File: config.mk
export PLATFORM = sky130hd
export DESIGN_NAME = mips32_rtype_fetch_queue
export DESIGN_NICKNAME = d
export VERILOG_FILES = /design/src/rtl/mips32_pkg.sv /design/src/rtl/mips32_rtype_legal.sv /design/src/rtl/mips32_rtype_fetch_queue.sv
export SDC_FILE = /design/constraint.sdc
export NUM_CORES = 1
export LEC_CHECK = 0
export BUFFER_PORTS_ARGS = -buffer_cell sky130_fd_sc_hd__buf_4
export CORE_MARGIN = 1.5
export CORE_UTILIZATION = 40
export DETAILED_ROUTE_END_ITERATION = 12
export MAX_ROUTING_LAYER = met4
export PLACE_DENSITY_LB_ADDON = 0.3
export SYNTH_ARGS = -nofsm -noshare
export SYNTH_HDL_FRONTEND = slang
export SYNTH_SLANG_ARGS = --single-unit
File: constraint.sdc
create_clock -name clk -period 2.84 [get_ports clk]
set_input_delay 0 -clock clk [delete_from_list [all_inputs] [get_ports clk]]
set_output_delay 0 -clock clk [all_outputs]
set_load 0.01 [all_outputs]
File: src/rtl/mips32_pkg.sv
// Shared MIPS32 R-type encoding constants and the fetch-queue entry layout.
package mips32_pkg;

  localparam logic [5:0] OPCODE_RTYPE = 6'b000000;

  localparam logic [5:0] FUNCT_SLL  = 6'h00;
  localparam logic [5:0] FUNCT_SRL  = 6'h02;
  localparam logic [5:0] FUNCT_ADD  = 6'h20;
  localparam logic [5:0] FUNCT_ADDU = 6'h21;
  localparam logic [5:0] FUNCT_SUB  = 6'h22;
  localparam logic [5:0] FUNCT_SUBU = 6'h23;
  localparam logic [5:0] FUNCT_AND  = 6'h24;
  localparam logic [5:0] FUNCT_OR   = 6'h25;
  localparam logic [5:0] FUNCT_NOR  = 6'h27;
  localparam logic [5:0] FUNCT_SLT  = 6'h2A;
  localparam logic [5:0] FUNCT_SLTU = 6'h2B;

  localparam int OPCODE_MSB = 31;
  localparam int OPCODE_LSB = 26;
  localparam int RS_MSB     = 25;
  localparam int RS_LSB     = 21;
  localparam int RT_MSB     = 20;
  localparam int RT_LSB     = 16;
  localparam int RD_MSB     = 15;
  localparam int RD_LSB     = 11;
  localparam int SHAMT_MSB  = 10;
  localparam int SHAMT_LSB  = 6;
  localparam int FUNCT_MSB  = 5;
  localparam int FUNCT_LSB  = 0;

  typedef struct packed {
    logic [31:0] instr;
    logic [31:0] pc;
  } rtype_entry_t;

endpackage

File: src/rtl/mips32_rtype_legal.sv
// Combinational R-type legality check: opcode must be zero and funct one of
// the supported ALU/shift operations.
module mips32_rtype_legal
  import mips32_pkg::*;
(
  input  logic [31:0] instr,
  output logic        legal
);

  logic [5:0] opcode;
  logic [5:0] funct;
  logic       funct_ok;

  assign opcode = instr[OPCODE_MSB:OPCODE_LSB];
  assign funct  = instr[FUNCT_MSB:FUNCT_LSB];

  always_comb begin
    funct_ok = 1'b0;
    case (funct)
      FUNCT_ADD, FUNCT_ADDU, FUNCT_SUB, FUNCT_SUBU, FUNCT_AND, FUNCT_OR,
      FUNCT_NOR, FUNCT_SLL, FUNCT_SRL, FUNCT_SLT, FUNCT_SLTU: funct_ok = 1'b1;
      default: funct_ok = 1'b0;
    endcase
  end

  assign legal = (opcode == OPCODE_RTYPE) && funct_ok;

endmodule

File: src/rtl/mips32_rtype_fetch_queue.sv
// PC-tagging fetch queue for the R-type datapath: drops illegal words, buffers
// legal ones in a small FIFO and presents the head with its decoded fields.
module mips32_rtype_fetch_queue
  import mips32_pkg::*;
#(
  parameter int          DEPTH    = 4,
  parameter logic [31:0] PC_RESET = 32'h0000_0000
) (
  input  logic                    clk,
  input  logic                    reset,
  input  logic                    flush,
  input  logic                    in_valid,
  output logic                    in_ready,
  input  logic [31:0]             in_instr,
  output logic                    out_valid,
  input  logic                    out_ready,
  output logic [31:0]             out_instr,
  output logic [31:0]             out_pc,
  output logic [4:0]              out_rs,
  output logic [4:0]              out_rt,
  output logic [4:0]              out_rd,
  output logic [4:0]              out_shamt,
  output logic [5:0]              out_funct,
  output logic [$clog2(DEPTH):0]  level,
  output logic [7:0]              illegal_cnt,
  output logic                    illegal_flag
);

  localparam int               PTR_W    = $clog2(DEPTH);
  localparam int               LVL_W    = PTR_W + 1;
  localparam logic [LVL_W-1:0] LVL_FULL = LVL_W'(DEPTH);

  rtype_entry_t     mem [DEPTH];
  rtype_entry_t     head;
  logic [PTR_W-1:0] rd_ptr;
  logic [PTR_W-1:0] wr_ptr;
  logic [31:0]      pc;
  logic             word_legal;
  logic             accept;
  logic             push;
  logic             pop;
  logic             full;
  logic             empty;

  mips32_rtype_legal u_legal (
    .instr (in_instr),
    .legal (word_legal)
  );

  assign full      = (level == LVL_FULL);
  assign empty     = (level == '0);
  assign in_ready  = !full;
  assign out_valid = !empty;

  // flush suppresses the FIFO side only; pc and illegal bookkeeping still see accept
  assign accept = in_valid && in_ready;
  assign push   = accept && word_legal && !flush;
  assign pop    = out_valid && out_ready && !flush;

  always_ff @(posedge clk or posedge reset) begin
    if (reset) begin
      rd_ptr <= '0;
      wr_ptr <= '0;
      level  <= '0;
    end else if (flush) begin
      rd_ptr <= '0;
      wr_ptr <= '0;
      level  <= '0;
    end else begin
      if (push) wr_ptr <= wr_ptr + PTR_W'(1);
      if (pop)  rd_ptr <= rd_ptr + PTR_W'(1);
      case ({push, pop})
        2'b10:   level <= level + LVL_W'(1);
        2'b01:   level <= level - LVL_W'(1);
        default: ;
      endcase
    end
  end

  always_ff @(posedge clk or posedge reset) begin
    if (reset) begin
      pc           <= PC_RESET;
      illegal_cnt  <= '0;
      illegal_flag <= 1'b0;
    end else if (accept) begin
      pc <= pc + 32'd4;
      if (!word_legal) begin
        illegal_flag <= 1'b1;
        if (illegal_cnt != 8'hFF) illegal_cnt <= illegal_cnt + 8'd1;
      end
    end
  end

  // Storage carries data only, so it needs no reset
  always_ff @(posedge clk) begin
    if (push) mem[wr_ptr] <= '{instr: in_instr, pc: pc};
  end

  assign head      = mem[rd_ptr];
  assign out_instr = out_valid ? head.instr : '0;
  assign out_pc    = out_valid ? head.pc    : '0;
  assign out_rs    = out_instr[RS_MSB:RS_LSB];
  assign out_rt    = out_instr[RT_MSB:RT_LSB];
  assign out_rd    = out_instr[RD_MSB:RD_LSB];
  assign out_shamt = out_instr[SHAMT_MSB:SHAMT_LSB];
  assign out_funct = out_instr[FUNCT_MSB:FUNCT_LSB];

endmodule
# Yosys cells after proc, flatten, opt, wreduce, memory -nomap -nowiden
# Memory sizes are Yosys's and may differ from the RTL's.
# Cells that the tools add are included.
# totals
mem_bits_ro	0
latch_bits	0
ramBits	256
ff_bits	48
n_memories	1
# mem_list
name	words	word_bits	read_ports	rd_clocked_by_memory_dff	wr	line_no	rtl
mem	4	64	1	0	1	mips32_rtype_fetch_queue.sv:33	rtype_entry_t mem [DEPTH];
# op_classes
multipliers	0
add_sub_neg	6
muxes	11
eq_ne	14
bitwise	1
order_cmp	0
n_div	0
n_shift	0
reduce_logical	18
# op_table
op	count
32-bit 2-to-1 mux	2
6-bit == test, second input constant	9
32-bit by 3-bit adder with 32-bit output, second input constant	1
6-bit zero test	2
11-bit OR reduction	1
8-bit by 1-bit adder with 8-bit output, second input constant	1
2-bit 2-to-1 mux	4
8-bit != test, second input constant	1
6-bit by 2-bit == test with 1-bit output, second input constant	1
1-bit logical AND	6
3-bit one-hot mux with 2 select lines	1
2-bit by 1-bit adder with 2-bit output, second input constant	2
2-bit nonzero test	2
3-bit by 1-bit adder with 3-bit output, second input constant	1
3-bit == test, second input constant	1
1-bit zero test	3
3-bit zero test	1
1-bit 2-to-1 mux	3
3-bit 2-to-1 mux	1
3-bit AND reduction	1
3-bit nonzero test	1
3-bit by 1-bit subtractor with 3-bit output, second input constant	1
2-bit by 1-bit == test with 1-bit output, second input constant	1
2-bit == test, second input constant	1
2 further kinds	2

# Depth between registers and ports, before layout
# depth
ltp_word	9
ltp_mapped	8
ltp_nobuf	7

# Cells and area by module
# Synthesis repeated with hierarchy kept, for this count alone.
# hier_totals
cells_unflattened	641
area_unflattened_um2	11912.7
# by_module_without_submodules
mod	area_each_um2	seq_area_each_um2	n_inst	cells_per_inst
mips32_rtype_fetch_queue	11867.6	8598.2	1	634
mips32_rtype_legal	45.0	0.0	1	7

# Worst setup path after synthesis
# No wires, ideal clock.
# synth_path
kind	register to register
startpoint	reg level[2]
endpoint	mem mem[1][10] in the netlist's numbering, enable pin
setup_ps	426
slack_ps	-324
arrival_time_ps	2737
path_stages_with_launch	6
path_buffers	1
t_required_ps	2414
cell_sequence	dfrtp_1 > or3b_1 > buf_4 > nand4_1 > nor3_1 > and2_1
# synth_between
elab_chain_len	7
# synth_lines
item	line_no	rtl
start, declared	mips32_rtype_fetch_queue.sv:24	output logic [$clog2(DEPTH):0] level,
start signal, assigned	mips32_rtype_fetch_queue.sv:73	2'b10: level <= level + LVL_W'(1);
start signal, assigned	mips32_rtype_fetch_queue.sv:74	2'b01: level <= level - LVL_W'(1);
3-bit == test	mips32_rtype_fetch_queue.sv:50	assign full = (level == LVL_FULL);
1-bit zero test	mips32_rtype_fetch_queue.sv:52	assign in_ready = !full;
named net in_ready	mips32_rtype_fetch_queue.sv:13	output logic in_ready,
1-bit logical AND	mips32_rtype_fetch_queue.sv:56	assign accept = in_valid && in_ready;
1-bit logical AND (2 in series)	mips32_rtype_fetch_queue.sv:57	assign push = accept && word_legal && !flush;
1-bit 2-to-1 mux	mips32_rtype_fetch_queue.sv:96	if (push) mem[wr_ptr] <= '{instr: in_instr, pc: pc};
1-bit 2-to-1 mux (not written as such)	mips32_rtype_fetch_queue.sv:96	
end, declared	mips32_rtype_fetch_queue.sv:33	
# The timed path passes the listed nets, and every way through them passes these cells.

# Worst setup path in the final report
# layout_path
startpoint	reg level[2]
endpoint	mem mem[0][34] in the netlist's numbering, enable pin
# layout_between
elab_chain_len	7
# layout_lines
item	line_no
3-bit == test	mips32_rtype_fetch_queue.sv:50
1-bit zero test	mips32_rtype_fetch_queue.sv:52
1-bit logical AND	mips32_rtype_fetch_queue.sv:56
1-bit logical AND (2 in series)	mips32_rtype_fetch_queue.sv:57
1-bit 2-to-1 mux	mips32_rtype_fetch_queue.sv:96
1-bit 2-to-1 mux (not written as such)	mips32_rtype_fetch_queue.sv:96
# No other way between the ends.

==> results.json <==
{
  "slew_headroom_pct": 30.2,
  "yosysSeqAreaShare_pct": 72.4,
  "synth_edf_count": 248,
  "die_y_microns": 175,
  "max_freq_mhz": 400,
  "fin_nets": 855,
  "dr_wl_met2_mm": 11.9,
  "yosys-top-cells-area": "edfxtp_1, mux4_2, dfrtp_1",
  "rows": 62,
  "cellLeakagePower_nw": 5.36,
  "fin_crit_sh_pct": 88.0,
  "fp.coreArea_sq_um": 28900,
  "worst_slew_pin_slew_ns": 1.05,
  "port_buffers": 138,
  "gp_congestion": 0.820,
  "yosys_warnings": 0,
  "drc": 0,
  "start_util_pct": 41.0,
  "layout-drive-gt1-share_pct": 33.5,
  "track_usage_pct": 15.7,
  "min_path_type": "primary input to flip-flop",
  "setup_viol": 0,
  "grt_max_degree": 47,
  "crit_fanout": 30,
  "grt_pass1_wl_mm": 36.4,
  "preCtsSetupSlack_ns": 0.375,
  "finalPower_mw": 9.27,
  "cts_buffer_depth": 3,
  "topRoutingLayerUsed": "met4",
  "viasPerCell": 5.08,
  "powerDensity_nw_per_um2": 632,
  "critPathArrivalTime_ns": 2.68,
  "num_io_pins": 141,
  "cts.sinks": 294,
  "cts_tree": "yes",
  "htree_levels": 1,
  "dieArea_sq_um": 30700,
  "numCtsBuffers": 30,
  "peakVddDrop_uv": 492,
  "drv_cap": 0,
  "ys.flop_type": "edfxtp_1",
  "dr.pass1.iters": 4,
  "synth_area_sq_um": 11900,
  "yosysMostFrequentCell": "edfxtp_1",
  "root_buffer": "clkbuf_16",
  "hold_viol": 0,
  "synth_seq_cells": 294,
  "grt_overflow": 0,
  "finalNonFillerCells": 1219,
  "met1Wirelength_mm": 10.0,
  "yosysTopAreaCell": "edfxtp_1",
  "path_clk_slew_ns": 0.06,
  "grt_pass1_vias": 6615,
  "ys_top_cells_by_count": "edfxtp_1, and2_1, mux4_2",
  "antenna_found_initial": 0,
  "min_period_ns": 2.50,
  "fin_ws_ns": 0.341,
  "diodes": 0,
  "hpwl_mm": 14.3,
  "synth_top_area_share_pct": 62.7,
  "syn_area_per_cell_sq_um": 18.6,
  "syn_inst": 640,
  "cp-end-kind": "flip-flop",
  "cp.required_ns": 3.02,
  "via_count": 6193,
  "path_class": "flip-flop to flip-flop",
  "tns_ns": 0,
  "ys_async_sr_fraction_pct": 15.6,
  "wl_mm": 23.2,
  "dp.cells": 1126,
  "dr_wl_met3_microns": 918,
  "drt-wirelength-per-cell_microns": 19.0,
  "rsz0062_at_grt": "no",
  "status": "finished clean",
  "maxSlewViolCount": 0,
  "antenna_left": 0,
  "initialDrtViolationCount": 343,
  "insertion_delay_ns": 0.53,
  "die_w_microns": 175,
  "critPathLaunchType": "flip-flop",
  "syn2layout_area_growth_pct": 23.6,
  "synth_cell_types": 47,
  "skew_ns": 0.0134
}
-- worst max-delay path, cell delays in order, from the launching register on --
cell and delay (ns):
dfrtp_1 0.46, or3b_1 0.38, nand4_1 0.32, nor3_1 0.33, and2_2 0.24, buf_4 0.41
-- per-layer routing --
| metal | vias to the layer above | GRT usage, % |
|---|---|---|
| li1 | 2792 | - |
| met1 | 3199 | 20.0 |
| met2 | 162 | 27.1 |
| met3 | 40 | 2.12 |
| met4 | 0 | 3.38 |
| met5 | - | - |
-- per-stage QoR --
step	utilization, %	cell area, sq um	hold slack (ns)
floorplan	-	11900	0.0989
global placement	46.0	13300	0.201
detailed placement	46.0	13300	0.205
CTS	50.7	14700	0.189
global route	50.7	14700	0.202
finish	50.7	14700	0.209
-- cell type report --
type                    count  area, sq um
inverters                   8         30.0
well taps                 384          480
repair buffers            189         1620
flip-flops and latches    294         8600
fillers                  2319        14300
clock inverters             9         81.3
clock buffers              47          906
multi-input cells         288         2950
-- logic make-up (layout without fill, tap and decap cells) --
group,count (synthesis),after routing,synth area share (%)
AO/OA/AOI/OAI,14,14,0.790
XOR/XNOR,38,38,2.80
adder cells (fa/ha/maj),7,7,0.801
buffers and inverters,59,253,2.86
flip-flops,294,294,72.4
multiplexers,67,67,12.2
other,1,2,0.0316
AND/OR/NAND/NOR,160,160,8.08
-- where the power goes --
| group | leakage [nW] | switching (mW) | internal, mW | total [mW] |
|---|---|---|---|---|
| Clock | 0.483 | 1.54 | 2.28 | 3.81 |
| Sequential | 2.95 | 0.163 | 4.81 | 4.97 |
| Combinational | 1.93 | 0.223 | 0.262 | 0.485 |
-- what timing repair did --
action,CTS,global route
hold endpoints to repair,187,0
hold buffers,37,0
setup buffers,0,0
resized for setup,0,0
-- state kept, by name, summed over array words and instances (netlist names) --
| signal | flops |
|---|---|
| level | 3 |
| rd_ptr | 2 |
| illegal_flag | 1 |
| wr_ptr | 2 |
| pc | 30 |
| illegal_cnt | 8 |
| mem | 248 |
-- placed cells by master, fill, tap and decap left out, types with 2 or more instances in the layout --
cell type and instances:
nor2_1 17, and2_1 64, ha_1 6, and3_1 4, buf_12 9, clkbuf_1 9, mux2_2 4, a31oi_1 2
xnor2_1 23, nor3_1 6, clkbuf_8 7, and4_1 2, nand2b_1 3, dlygate4sd3_1 37, nor2b_1 3, clkinv_1 2
xor2_1 15, mux4_2 62, buf_4 143, nor3_2 2, inv_1 7, edfxtp_1 248, nand2_1 17, nand4_1 10
and2_2 4, a21oi_1 3, nor4_1 2, nand3_1 13, clkinv_2 4, o21ai_0 3, clkbuf_16 31, conb_1 2
dfrtp_1 44
-- worst paths after layout --
check	start	end	slack, ns	cells past startpoint
setup / recovery	level[2]	mem[0][34]	0.34	5
hold / removal	in_instr[25]	mem[1][57]	0.21	2
setup reg to reg	level[2]	mem[0][34]	0.34	5
hold reg to reg	illegal_flag	illegal_flag	0.50	1
max in group asynchronous	reset	rd_ptr[0]	1.79	3
min in group asynchronous	reset	illegal_cnt[6]	0.29	3
(Power assumes the default switching activity.)
